==> src/rtl/cnt_seq_pkg.sv <==
// Shared types and next-value rule for the 4-bit up/down counter with
// selectable step 1/2. Used by the sequence checker and future counter models.
package cnt_seq_pkg;

    typedef enum logic [1:0] {UNSYNC, TRACK, LOCKED} chk_state_t;

    typedef logic [3:0] cnt_val_t;

    // Step-2 walks a full 16-state ring: 0,2,..,14,1,3,..,15,0 (and reverse).
    function automatic cnt_val_t cnt_next(cnt_val_t v, logic en, logic down, logic step);
        cnt_val_t r;
        r = v;
        if (en) begin
            if (!step) begin
                r = down ? v - 4'd1 : v + 4'd1;
            end else if (!down) begin
                if (v <= 4'd13)      r = v + 4'd2;
                else if (v == 4'd14) r = 4'd1;
                else                 r = 4'd0;
            end else begin
                if (v >= 4'd2)       r = v - 4'd2;
                else if (v == 4'd1)  r = 4'd14;
                else                 r = 4'd15;
            end
        end
        return r;
    endfunction

endpackage

==> src/rtl/cnt_predict.sv <==
// Combinational next-value predictor for the up/down step-1/2 counter.
module cnt_predict
    import cnt_seq_pkg::*;
(
    input  logic [3:0] val,
    input  logic       en,
    input  logic       down,
    input  logic       step,
    output logic [3:0] nxt
);

    // Pure wrapper around the shared counter rule
    always_comb begin
        nxt = cnt_next(val, en, down, step);
    end

endmodule

==> config.mk <==
export PLATFORM = sky130hd
export DESIGN_NAME = cnt_predict
export DESIGN_NICKNAME = d
export VERILOG_FILES = /design/src/rtl/cnt_seq_pkg.sv /design/src/rtl/cnt_predict.sv
export SDC_FILE = /design/constraint.sdc
export NUM_CORES = 1
export LEC_CHECK = 0
export BUFFER_PORTS_ARGS = -buffer_cell sky130_fd_sc_hd__buf_4
export CORE_MARGIN = 5
export CORE_UTILIZATION = 25
export DETAILED_ROUTE_END_ITERATION = 10
export PLACE_DENSITY = 0.42
export SLEW_MARGIN = 0
export SYNTH_ARGS = -nofsm -noshare
export SYNTH_HDL_FRONTEND = slang
export SYNTH_SLANG_ARGS = --single-unit
==> constraint.sdc <==
create_clock -name vclk -period 1.8
set_input_delay 0.18 -clock vclk [all_inputs]
set_output_delay 0.18 -clock vclk [all_outputs]
set_load 0.1 [all_outputs]
==> run_results.csv <==
group,metric,value,unit
outcome,status,"finished clean",
final_layout,nFillCells,122,
floorplanning,dieWidth,48.10,um
sta,setup_tns,0,ns
route,drt_iter0_drc,1,
sta,rsz0062_at_grt,"yes",
sta,slew-limit-headroom,82.13,%
global_routing,grt_overflow,0,
route,drc_errors,0,
floorplanning,die_height,48.10,um
route,vias,421,
sta,setup_viol,0,
synthesis,synth-seq-area-share,0,%
cts,ctsHoldBuffers,0,
global_routing,grt_antenna_before_repair,0,
global_routing,grt_max_degree,13,
final_layout,nClkBuffers,0,
synthesis,synth_cell_types,29,
critical_path,crit_top_cell,"buf_12",
placement,place_hpwl,969.2,um
placement,gp_congestion,0.7532,
cts,post_cts_buffers,0,
synthesis,yosysWarnings,0,
critical_path,end_kind,"output port",
synthesis,synth_area,362.8,sq um
global_routing,grt_pass1_vias,416,
final_layout,final_net_count,79,
critical_path,critPathSlowestCell,"and4bb_4",
final_layout,syn_to_final_growth,99.31,%
final_layout,final_common_cell,"buf_4",
sta,max_slew.worst_pin.slew,0.2606,ns
power_and_ir_drop,ir_drop,0.1266,mV
final_layout,antenna_cells,0,
placement,postPlaceCellArea,606.8,sq um
critical_path,worstPathCellList,"buf_12 > inv_16 > ha_4 > and4bb_4 > mux2_4 > o2111ai_4 > a31oi_4 > buf_12",
route,wl_per_cell,15.05,um
critical_path,crit_fanout,3,
route,wl,1.174,mm
sta,setup_ws,0.001221,ns
power_and_ir_drop,p_leak,0.2891,nW
critical_path,setup.worst_path.start_class,"input pin",
power_and_ir_drop,power_density,357.0,nW/um^2
critical_path,cp-startpoint,"val[1]",
critical_path,cp-endpoint,"nxt[0]",
sta,final-hold-violation-count,0,
sta,slew_violations,0,
critical_path,critPathKind,"input pin to output port",
final_layout,drive_gt1_share,57.14,%
critical_path,slowest_delay,0.33,ns
sta,finalCriticalPeriod,1.799,ns
floorplanning,rows,13,
global_routing,grt_usage,11.54,%
synthesis,syn_area_per_cell,7.405,sq um
route,ant_nets,0,
sta,holdWs,0.8032,ns
final_layout,mostFrequentLayoutCells,"buf_4 (12), nand2_1 (6), ha_4 (4), buf_12 (4)",
synthesis,syn_inst,49,
min_path,hold_class,"input pin to output port",
floorplanning,die-area,2313,sq um
critical_path,cp.arrival,1.62,ns
route,viasPerCell,5.397,
floorplanning,start_util,27.20,%
sta,fmax,555.9,MHz
global_routing,grt_pass1_wl,1.952,mm
critical_path,cp.required,1.62,ns
sta,min_period_over_period,99.93,%
floorplanning,core,1334,sq um
synthesis,syn-num-nets,63,
floorplanning,io_pins,11,
flow_run,max_cap_violations,0,
placement,preCtsSetupSlack,-0.1660,ns
final_layout,nFlopsAndLatches,0,
placement,port_buffers,11,
final_layout,area.sequential,0,sq um
route,first_pass_iters,3,
final_layout,fin_area,723.2,sq um
per-layer routing:
metal	part of all wire (%)	track usage, %	up-vias
met4	0	0	0
met1	45	14.81	200
met2	51	22.69	9
li1	-	-	212
met5	0	0	-
met3	4.1	0	0
worst max-delay path, delay by kind of cell:
| family | cells | cell delay, ns |
|---|---|---|
| AOI/OAI and AO/OA | 2 | 0.32 |
| adders and majority gates | 1 | 0.14 |
| buffers and inverters | 3 | 0.33 |
| and+or+nand+nor | 1 | 0.33 |
| muxes | 1 | 0.31 |
metrics by stage:
stage	util [%]	total power, mW	std cells
2_1_floorplan	-	0.1538	49
3_3_place_gp	45.50	0.2107	78
3_5_place_dp	45.50	0.2158	78
4_1_cts	52.06	0.2488	78
5_1_grt	54.22	0.2741	78
6_report	54.22	0.2581	78
cells in the mapped netlist, drive strengths merged:
master,instances,share of area (%)
inv,5,5.2
a31oi,3,5.2
o21ai,2,2.8
a2bb2oi,1,2.4
nor3,1,1.4
o22ai,1,1.7
a22o,1,2.4
nand2b,1,1.7
or4,1,2.1
o311ai,1,2.4
nor2,2,2.1
xnor2,2,4.8
and3b,1,2.4
o2111ai,1,2.4
mux2,2,6.2
ha,7,24
nand2,6,6.2
buf,3,5.5
and4bb,1,4.5
a22oi,1,2.1
nand4b,1,2.4
or3,1,1.7
o31ai,1,2.1
nand3,1,1.4
a211oi,1,2.1
mux2i,1,2.8
kinds of logic (layout without fill, tap and decap cells):
family | Yosys count | count (layout) | share of synthesized area, %
AO/OA/AOI/OAI | 13 | 13 | 25.52
XOR/XNOR | 2 | 2 | 4.828
adder cells (fa/ha/maj) | 7 | 7 | 24.14
buffers and inverters | 8 | 22 | 10.69
multiplexers | 3 | 3 | 8.965
AND/OR/NAND/NOR | 16 | 16 | 25.86
worst min path at each step:
stage | from | endpoint | slack, ns | cells past startpoint
after global placement | en | nxt[0] | 0.82 | 3
after floorplan | step | nxt[3] | 0.67 | 2
after CTS | en | nxt[0] | 0.81 | 3
final | en | nxt[0] | 0.80 | 3
after detailed placement | en | nxt[0] | 0.84 | 3
after global routing | en | nxt[0] | 0.82 | 3
what timing repair did:
action                     4_1_cts  5_1_grt
cloned                           0        0
gates resized for setup         17        6
pin swaps                        4        4
setup endpoints to repair        3        3
power breakdown:
group	leakage (nW)	total [mW]	internal [mW]	switching, mW
sequential	0	0	0	0
combinational	0.289	0.258	0.104	0.154
clock	0	0	0	0
layout make-up:
type                            instances  area, sq um  area share (%)
Inverter                                5        47.55           6.574
Multi-Input combinational cell         41        471.7           65.22
Tap cell                               15        18.77           2.595
Timing Repair Buffer                   17        185.2           25.61
(Power assumes the default switching activity.)
